**src/rtl/logic_stream_unit.sv**
```systemverilog
// Registered AND/OR/XOR stream unit on valid/ready handshakes, with optional
// packet folding that emits one result and a beat count per packet.
//   state   | meaning
//   ST_IDLE | no packet in progress; next accepted beat starts a packet and locks the op
//   ST_BUSY | packet open; accumulator and beat counter hold the partial fold
module logic_stream_unit #(
  parameter int WIDTH = 8,
  parameter int MODE  = 0,
  parameter int ACCUM = 0,
  parameter int CNT_W = 8
) (
  input  logic             i_clk,
  input  logic             i_rst_n,
  input  logic             i_in_valid,
  output logic             o_in_ready,
  input  logic [WIDTH-1:0] i_in_a,
  input  logic [WIDTH-1:0] i_in_b,
  input  logic             i_in_last,
  input  logic [1:0]       i_op_sel,
  output logic             o_out_valid,
  input  logic             i_out_ready,
  output logic [WIDTH-1:0] o_out_data,
  output logic [CNT_W-1:0] o_out_count
);

  typedef enum logic [1:0] {OP_AND = 2'd0, OP_OR = 2'd1, OP_XOR = 2'd2, OP_ZERO = 2'd3} op_t;
  typedef enum logic {ST_IDLE = 1'b0, ST_BUSY = 1'b1} state_t;

  localparam logic [CNT_W-1:0] LP_CNT_ONE = CNT_W'(1);
  localparam logic [1:0]       LP_MODE_OP = MODE[1:0];

  function automatic logic [WIDTH-1:0] apply_op(input op_t op, input logic [WIDTH-1:0] a,
                                                input logic [WIDTH-1:0] b);
    case (op)
      OP_AND:  return a & b;
      OP_OR:   return a | b;
      OP_XOR:  return a ^ b;
      default: return '0;
    endcase
  endfunction

  state_t           r_state, w_state_nxt;
  op_t              r_lock_op, w_op;
  logic [WIDTH-1:0] r_acc, w_acc_nxt, w_beat, w_fold, w_load_data, r_out_data;
  logic [CNT_W-1:0] r_cnt, w_cnt_nxt, w_cnt_inc, w_load_cnt, r_out_count;
  logic             r_out_valid, w_accept, w_load;

  assign o_in_ready  = ~r_out_valid | i_out_ready;
  assign w_accept    = i_in_valid & o_in_ready;
  assign o_out_valid = r_out_valid;
  assign o_out_data  = r_out_data;
  assign o_out_count = r_out_count;

  // In folding builds the op latched on the first beat governs the whole packet.
  always_comb begin
    w_op = OP_ZERO;
    if (MODE >= 0 && MODE <= 2) begin
      w_op = op_t'(LP_MODE_OP);
    end else if (MODE == 3) begin
      if (ACCUM != 0 && r_state == ST_BUSY) w_op = r_lock_op;
      else                                  w_op = op_t'(i_op_sel);
    end
  end

  assign w_beat    = apply_op(w_op, i_in_a, i_in_b);
  assign w_fold    = apply_op(w_op, r_acc, w_beat);
  assign w_cnt_inc = (r_cnt == '1) ? r_cnt : r_cnt + LP_CNT_ONE;

  always_comb begin
    w_state_nxt = r_state;
    w_acc_nxt   = r_acc;
    w_cnt_nxt   = r_cnt;
    w_load      = 1'b0;
    w_load_data = w_beat;
    w_load_cnt  = LP_CNT_ONE;
    if (ACCUM == 0) begin
      w_load = w_accept;
    end else begin
      case (r_state)
        ST_IDLE: begin
          if (w_accept) begin
            if (i_in_last) begin
              w_load = 1'b1;
            end else begin
              w_acc_nxt   = w_beat;
              w_cnt_nxt   = LP_CNT_ONE;
              w_state_nxt = ST_BUSY;
            end
          end
        end
        ST_BUSY: begin
          if (w_accept) begin
            if (i_in_last) begin
              w_load      = 1'b1;
              w_load_data = w_fold;
              w_load_cnt  = w_cnt_inc;
              w_acc_nxt   = '0;
              w_cnt_nxt   = '0;
              w_state_nxt = ST_IDLE;
            end else begin
              w_acc_nxt = w_fold;
              w_cnt_nxt = w_cnt_inc;
            end
          end
        end
        default: w_state_nxt = ST_IDLE;
      endcase
    end
  end

  always_ff @(posedge i_clk) begin
    if (!i_rst_n) begin
      r_state     <= ST_IDLE;
      r_lock_op   <= OP_AND;
      r_acc       <= '0;
      r_cnt       <= '0;
      r_out_valid <= 1'b0;
      r_out_data  <= '0;
      r_out_count <= '0;
    end else begin
      r_state <= w_state_nxt;
      r_acc   <= w_acc_nxt;
      r_cnt   <= w_cnt_nxt;
      if (w_accept && r_state == ST_IDLE) r_lock_op <= w_op;
      // A load in the same cycle as a pop replaces the result without a bubble.
      if (w_load) begin
        r_out_valid <= 1'b1;
        r_out_data  <= w_load_data;
        r_out_count <= w_load_cnt;
      end else if (r_out_valid && i_out_ready) begin
        r_out_valid <= 1'b0;
      end
    end
  end

endmodule

```
**config.mk**
```make
export PLATFORM = sky130hd
export DESIGN_NAME = logic_stream_unit
export DESIGN_NICKNAME = d
export VERILOG_FILES = /design/src/rtl/logic_stream_unit.sv
export SDC_FILE = /design/constraint.sdc
export NUM_CORES = 1
export LEC_CHECK = 0
export CAP_MARGIN = 20
export CORE_MARGIN = 5
export CORE_UTILIZATION = 32
export CTS_BUF_LIST = sky130_fd_sc_hd__clkbuf_8 sky130_fd_sc_hd__clkbuf_16
export CTS_CLUSTER_DIAMETER = 100
export DETAILED_ROUTE_END_ITERATION = 16
export PLACE_DENSITY = 0.86
export SYNTH_ARGS = -nofsm -noshare
export SYNTH_HDL_FRONTEND = slang
export SYNTH_SLANG_ARGS = --single-unit
```
**constraint.sdc**
```tcl
create_clock -name i_clk -period 2.13 [get_ports i_clk]
set_input_delay 0.426 -clock i_clk [delete_from_list [all_inputs] [get_ports i_clk]]
set_output_delay 0.426 -clock i_clk [all_outputs]
set_load 0.005 [all_outputs]
```
======== After elaboration in Yosys (flattened, before gate mapping) ========
Cells that the tools add are included.
cells by class
  mux-type cells .......................... 2
  bitwise operators ....................... 4
  reduce and logical (&&, ||, !) cells .... 2
operator list
  operator           number
  $and 8x8->8        1
  $mux 1             2
  $reduce_bool 2->1  1
  $and 1x1->1        1
  $logic_and 1x1->1  1
  $not 1->1          1
  $or 1x1->1         1
storage, ports and cells
  bits in registers ....................... 10
  input bits .............................. 23
  output and inout port bits .............. 18
  word-level logic and storage cells ...... 11

======== Depth between registers and ports, before layout ========
Gate-level depths: netlist of the first run.
  depth after elaboration ................. 4
  gate-level depth with buffers ........... 4
  depth with buffers taken out ............ 3

======== Worst setup path after synthesis of the first run ========
No wires, ideal clock.
  kind .................................... input-to-output
  start point ............................. input port i_out_ready
  end point ............................... output port o_in_ready
  arrival time ............................ 568 ps
  data required time ...................... 1,704 ps
  slack ................................... 1,136 ps
  cell stages on the path ................. 1
  path buffers ............................ 0
  cells stage by stage .................... nand2b_4
on the way
  cells in the longest elaborated chain, start to end .. 1
RTL lines
  item                RTL line  RTL
  start: declaration  21        input logic i_out_ready,
  $or 1x1->1          48        assign o_in_ready = ~r_out_valid | i_out_ready;
  end: declaration    15        output logic o_in_ready,
Every way passes these cells.

======== Worst setup path after layout of the first run ========
Ends and elaborated chain as after synthesis.

==> impl_metrics.json, run 1 <==
{
  "status": "complete, no violations",
  "internal-power_w": 0.000378,
  "gp_congestion": 0.613,
  "p_sw_w": 0.0000989,
  "grt_max_degree": 19,
  "viasPerCell": 4.29,
  "area_growth_syn_to_layout_pct": 64.2,
  "placed_area_sq_um": 749,
  "rsz0062_at_grt": "false",
  "layoutNonFillerInstCount": 96,
  "clock_latency_ps": 230,
  "antenna_cells": 0,
  "cts_buffers": 3,
  "avgSynthCellArea_sq_um": 9.63,
  "cp-start-kind": "primary input",
  "fin_tns_setup_ps": 0,
  "grt_pass1_vias": 345,
  "fp.dieW_um": 48.8,
  "path_class": "primary input to output pin",
  "clockRootBuffer": "clkbuf_8",
  "cts_tree": "built",
  "yosys_warnings": 0,
  "clkPwrFrac": 0.395,
  "ctsResizeCount": 0,
  "start_util": 0.327,
  "std_cell_rows": 14,
  "netlist.area_leader.share": 0.416,
  "power_frac_comb": 0.182,
  "yosysSeqAreaShare": 0.416,
  "place.port_buffers": 30,
  "min_path_type": "flip-flop to flip-flop",
  "required_ps": 1700,
  "setup_viol": 0,
  "ff2ff_setup_slack_ps": 1250,
  "report.final.slew_viol_count": 0,
  "ir_drop_uv": 357,
  "yosys-top-cells-area": "dfxtp_1 42%, mux2i_1 17%, buf_4 11%",
  "cts_setup_buffers": 0,
  "fillerInstances": 129,
  "cp_max_fo": 4,
  "fp.coreArea_sq_um": 1470,
  "layout_commonest_cell": "clkdlybuf4s50_1",
  "die_h_um": 48.8,
  "multi_input_area_sq_um": 225,
  "yosysTopAreaCell": "dfxtp_1",
  "htreeDepth": 1,
  "seqCellArea_sq_um": 200,
  "grt_usage": 0.0805,
  "die_area_sq_um": 2380,
  "wirelength_um": 1060,
  "synthesis.area_sq_um": 482,
  "drc": 0,
  "drtAntennaViolNets": 0,
  "layout-drive-gt1-share": 0.0750,
  "pwr-share-seq": 0.423,
  "finalHoldViolCount": 0,
  "clockBufferDepth": 2,
  "dp.cells": 93,
  "fin_skew_ps": 1.01,
  "place_hpwl_um": 852,
  "antenna_found_initial": 0,
  "cts.sinks": 10,
  "clk_pin_slew_ps": 40,
  "max_freq_mhz": 513,
  "synth_cells": 50,
  "post_drt_wl_per_cell_um": 11.0,
  "crit_arrival_ps": 1530,
  "final_util": 0.537,
  "worstMarginPinSlew_ps": 599,
  "final_cell_mix": "30 x clkdlybuf4s50_1, 10 x dfxtp_1, 8 x nand2_1, 8 x mux2i_1",
  "cts-hold-fix-buffers": 0,
  "grt_pass1_wl_um": 1510,
  "p_leak_nw": 0.333,
  "total_power_w": 0.000477,
  "synth-seq-cells": 10,
  "num_vias": 412,
  "cp-end-kind": "output pin",
  "layout.nets": 105,
  "synthDistinctLibCells": 14,
  "slew_headroom": 0.599,
  "dr.pass1.iters": 4,
  "final_area_sq_um": 791,
  "finalCritPeriodShare": 0.916,
  "power_density_nw_per_um2": 603,
  "overflow": 0,
  "ioPinCount": 41,
  "cap_violations": 0,
  "fin_crit_ps": 1950,
  "swShare": 0.207,
  "drt_iter0_markers": 2
}
==> registers in the layout, indices dropped and copies added, names as in the netlist <==
| signal | flops |
|---|---|
| o_out_count | 1 |
| o_out_valid | 1 |
| o_out_data | 8 |
==> cell families (layout without fill, tap and decap cells) <==
kind of cell    count (synthesis)  after routing  share of synthesized area
simple gates                   19             19                      0.221
other cells                     1              7                    0.00778
flops                          10             10                      0.416
mux                             8              8                      0.166
buf+inv                        10             34                      0.164
compound gates                  2              2                     0.0260
==> critical path, stage by stage <==
cell,delay [ps]
clkdlybuf4s50_1,460
nand2b_4,140
clkdlybuf4s50_1,500
==> metal layers <==
| layer | global-route usage | share of wire | vias to the layer above |
|---|---|---|---|
| met2 | 0.150 | 0.50 | 23 |
| met5 | 0 | 0 | - |
| met4 | 0.0269 | 0.0085 | 0 |
| met1 | 0.0669 | 0.37 | 174 |
| met3 | 0.0520 | 0.13 | 2 |
| li1 | - | - | 213 |
==> cell usage after synthesis <==
master,instances
dfxtp_1,10
mux2i_1,8
nand2_1,8
buf_4,7
nand3_1,7
buf_6,2
a21boi_1,1
a21oi_1,1
conb_1,1
inv_1,1
nand2_4,1
nand2b_4,1
nand3_2,1
nor2b_1,1
==> stage by stage <==
| step | setup slack (ps) | hold WS, ps |
|---|---|---|
| after floorplan | 1140 | 454 |
| after global placement | 183 | 444 |
| after detailed placement | 169 | 453 |
| after CTS | 170 | 460 |
| after global routing | 166 | 476 |
| final | 179 | 455 |
==> path summary, 6_finish.rpt <==
check / depth (start not counted) / endpoint / start
setup / recovery: 3 / o_in_ready / i_out_ready
hold / removal: 2 / o_out_data[4] / o_out_data[4]
setup reg to reg: 3 / o_out_data[6] / o_out_valid
hold reg to reg: 2 / o_out_data[4] / o_out_data[4]
==> area by class of cell <==
type,count,area share
clock buffers,3,0.0522
inverters,1,0.00475
multi-input cells,36,0.285
flip-flops and latches,10,0.253
well taps,16,0.0253
repair buffers,30,0.380
==> power groups by stage <==
stage / clock network, W / registers, W / logic (W)
floorplan: 0 / 0.000206 / 0.0000408
global placement: 0 / 0.000205 / 0.0000860
detailed placement: 0 / 0.000205 / 0.0000878
CTS: 0.000198 / 0.000202 / 0.0000880
global route: 0.000204 / 0.000203 / 0.0000930
finish: 0.000188 / 0.000202 / 0.0000867
No activity file was read; power rests on OpenSTA's default activity.
==> run 2: changes to the inputs <==
Settings changed: CTS_CLUSTER_DIAMETER 100 to not set.
==> results of run 2 <==
Same layout as run 1: the final DEF is identical, and so are final timing and power.
==> run 3: changes to the inputs <==
Settings changed: CTS_BUF_LIST sky130_fd_sc_hd__clkbuf_8 sky130_fd_sc_hd__clkbuf_16 to sky130_fd_sc_hd__clkbuf_4 sky130_fd_sc_hd__clkbuf_8 sky130_fd_sc_hd__clkbuf_16, MAX_ROUTING_LAYER set to met4.
==> run 3 against run 2 <==
Clock skew rose by 1.1 ps; sequential cell count stayed put; combinational power about the same; critical path depth did not move; worst setup slack stayed put; largest power group unchanged.
==> impl_metrics.json, run 3 (synthesized netlist as in run 1, its figures left out) <==
{
  "crit_arrival_ps": 1530,
  "p_sw_w": 0.0000910,
  "dr.pass1.iters": 3,
  "worstMarginPinSlew_ps": 596,
  "finalCritPeriodShare": 0.916,
  "min_path_type": "flip-flop to flip-flop",
  "placed_area_sq_um": 749,
  "layout.nets": 105,
  "overflow": 0,
  "grt_pass1_vias": 343,
  "clk_pin_slew_ps": 60,
  "rsz0062_at_grt": "false",
  "wirelength_um": 1050,
  "post_drt_wl_per_cell_um": 10.9,
  "fin_crit_ps": 1950,
  "htreeDepth": 1,
  "required_ps": 1700,
  "fin_tns_setup_ps": 0,
  "slew_headroom": 0.601,
  "report.final.slew_viol_count": 0,
  "place.port_buffers": 30,
  "reg2reg_to": "o_out_data[6]",
  "layout_commonest_cell": "clkdlybuf4s50_1",
  "drtAntennaViolNets": 0,
  "cts_setup_buffers": 0,
  "ff2ff_setup_slack_ps": 1250,
  "power_density_nw_per_um2": 531,
  "drc": 0,
  "clockRootBuffer": "clkbuf_4",
  "path_class": "primary input to output pin",
  "final_cell_mix": "30 x clkdlybuf4s50_1, 10 x dfxtp_1, 8 x nand2_1, 8 x mux2i_1",
  "ioPinCount": 41,
  "cp-start-kind": "primary input",
  "setup_viol": 0,
  "internal-power_w": 0.000319,
  "finalHoldViolCount": 0,
  "layout-drive-gt1-share": 0.0750,
  "min_path_cells": 2,
  "clock_latency_ps": 260,
  "cap_violations": 0,
  "num_vias": 410,
  "viasPerCell": 4.27,
  "hold_start": "o_out_data[4]",
  "p_leak_nw": 0.325,
  "antenna_cells": 0,
  "cp_max_fo": 4,
  "ctsResizeCount": 0,
  "die_h_um": 48.8,
  "hold_slack_ps": 458,
  "min_to": "o_out_data[4]",
  "fp.coreArea_sq_um": 1470,
  "cts_tree": "built",
  "start_util": 0.327,
  "grt_max_degree": 19,
  "swShare": 0.222,
  "fin_skew_ps": 2.14,
  "fp.dieW_um": 48.8,
  "drt_iter0_markers": 2,
  "clkPwrFrac": 0.298,
  "ir_drop_uv": 357,
  "r2r_cells": 3,
  "antenna_found_initial": 0,
  "place_hpwl_um": 852,
  "cts.sinks": 10,
  "pwr-share-seq": 0.490,
  "r2r_start": "o_out_valid",
  "die_area_sq_um": 2380,
  "final_area_sq_um": 772,
  "cts_buffers": 3,
  "cts-hold-fix-buffers": 0,
  "std_cell_rows": 14,
  "power_frac_comb": 0.211,
  "cp-end-kind": "output pin",
  "grt_usage": 0.0840,
  "largest_register_ff_count": 8,
  "area_growth_syn_to_layout_pct": 60.3,
  "status": "complete, no violations",
  "clockBufferDepth": 2,
  "grt_pass1_wl_um": 1500,
  "max_freq_mhz": 513,
  "gp_congestion": 0.618
}
run 3: cell count changes in the layout (fill, tap and decap cells not counted):
cell and delta:
clkbuf_4 +3, clkbuf_8 -3
run 3: worst max-delay path: stages:
cell,delay [ps]
clkdlybuf4s50_1,460
nand2b_4,140
clkdlybuf4s50_1,500
run 3: per-stage QoR:
| step | setup slack [ps] | utilization | total power (W) | std cells |
|---|---|---|---|---|
| finish | 179 | 0.525 | 0.000410 | 96 |
| global route | 166 | 0.525 | 0.000434 | 96 |
| CTS | 170 | 0.525 | 0.000422 | 96 |
| detailed placement | 169 | 0.509 | 0.000293 | 93 |
| global placement | 183 | 0.509 | 0.000291 | 93 |
| floorplan | 1140 | - | 0.000247 | 56 |
run 3: worst max-delay path by stage:
stage | startpoint | to | depth (start not counted)
floorplan | i_out_ready | o_in_ready | 1
global placement | i_out_ready | o_in_ready | 3
detailed placement | i_out_ready | o_in_ready | 3
CTS | i_out_ready | o_in_ready | 3
global route | i_out_ready | o_in_ready | 3
finish | i_out_ready | o_in_ready | 3
run 3: layer usage:
layer / GRT usage / wire length (um) / up-vias
met5: - / 0 / -
met4: 0.0269 / 9 / 0
met3: 0.0612 / 131 / 2
met2: 0.150 / 528 / 23
met1: 0.0651 / 379 / 171
li1: - / - / 214
run 3: cell type report:
cell class,instances,area [sq um]
Sequential cell,10,200
Inverter,1,3.75
Clock buffer,3,22.5
Timing Repair Buffer,30,300
Fill cell,134,699
Tap cell,16,20.0
Multi-Input combinational cell,36,225
run 3: power groups by stage:
| stage | Sequential [W] | Combinational, W | Clock, W |
|---|---|---|---|
| global placement | 0.000205 | 0.0000860 | 0 |
| detailed placement | 0.000205 | 0.0000878 | 0 |
| finish | 0.000201 | 0.0000868 | 0.000122 |
| CTS | 0.000201 | 0.0000880 | 0.000132 |
| floorplan | 0.000206 | 0.0000408 | 0 |
| global route | 0.000202 | 0.0000930 | 0.000139 |
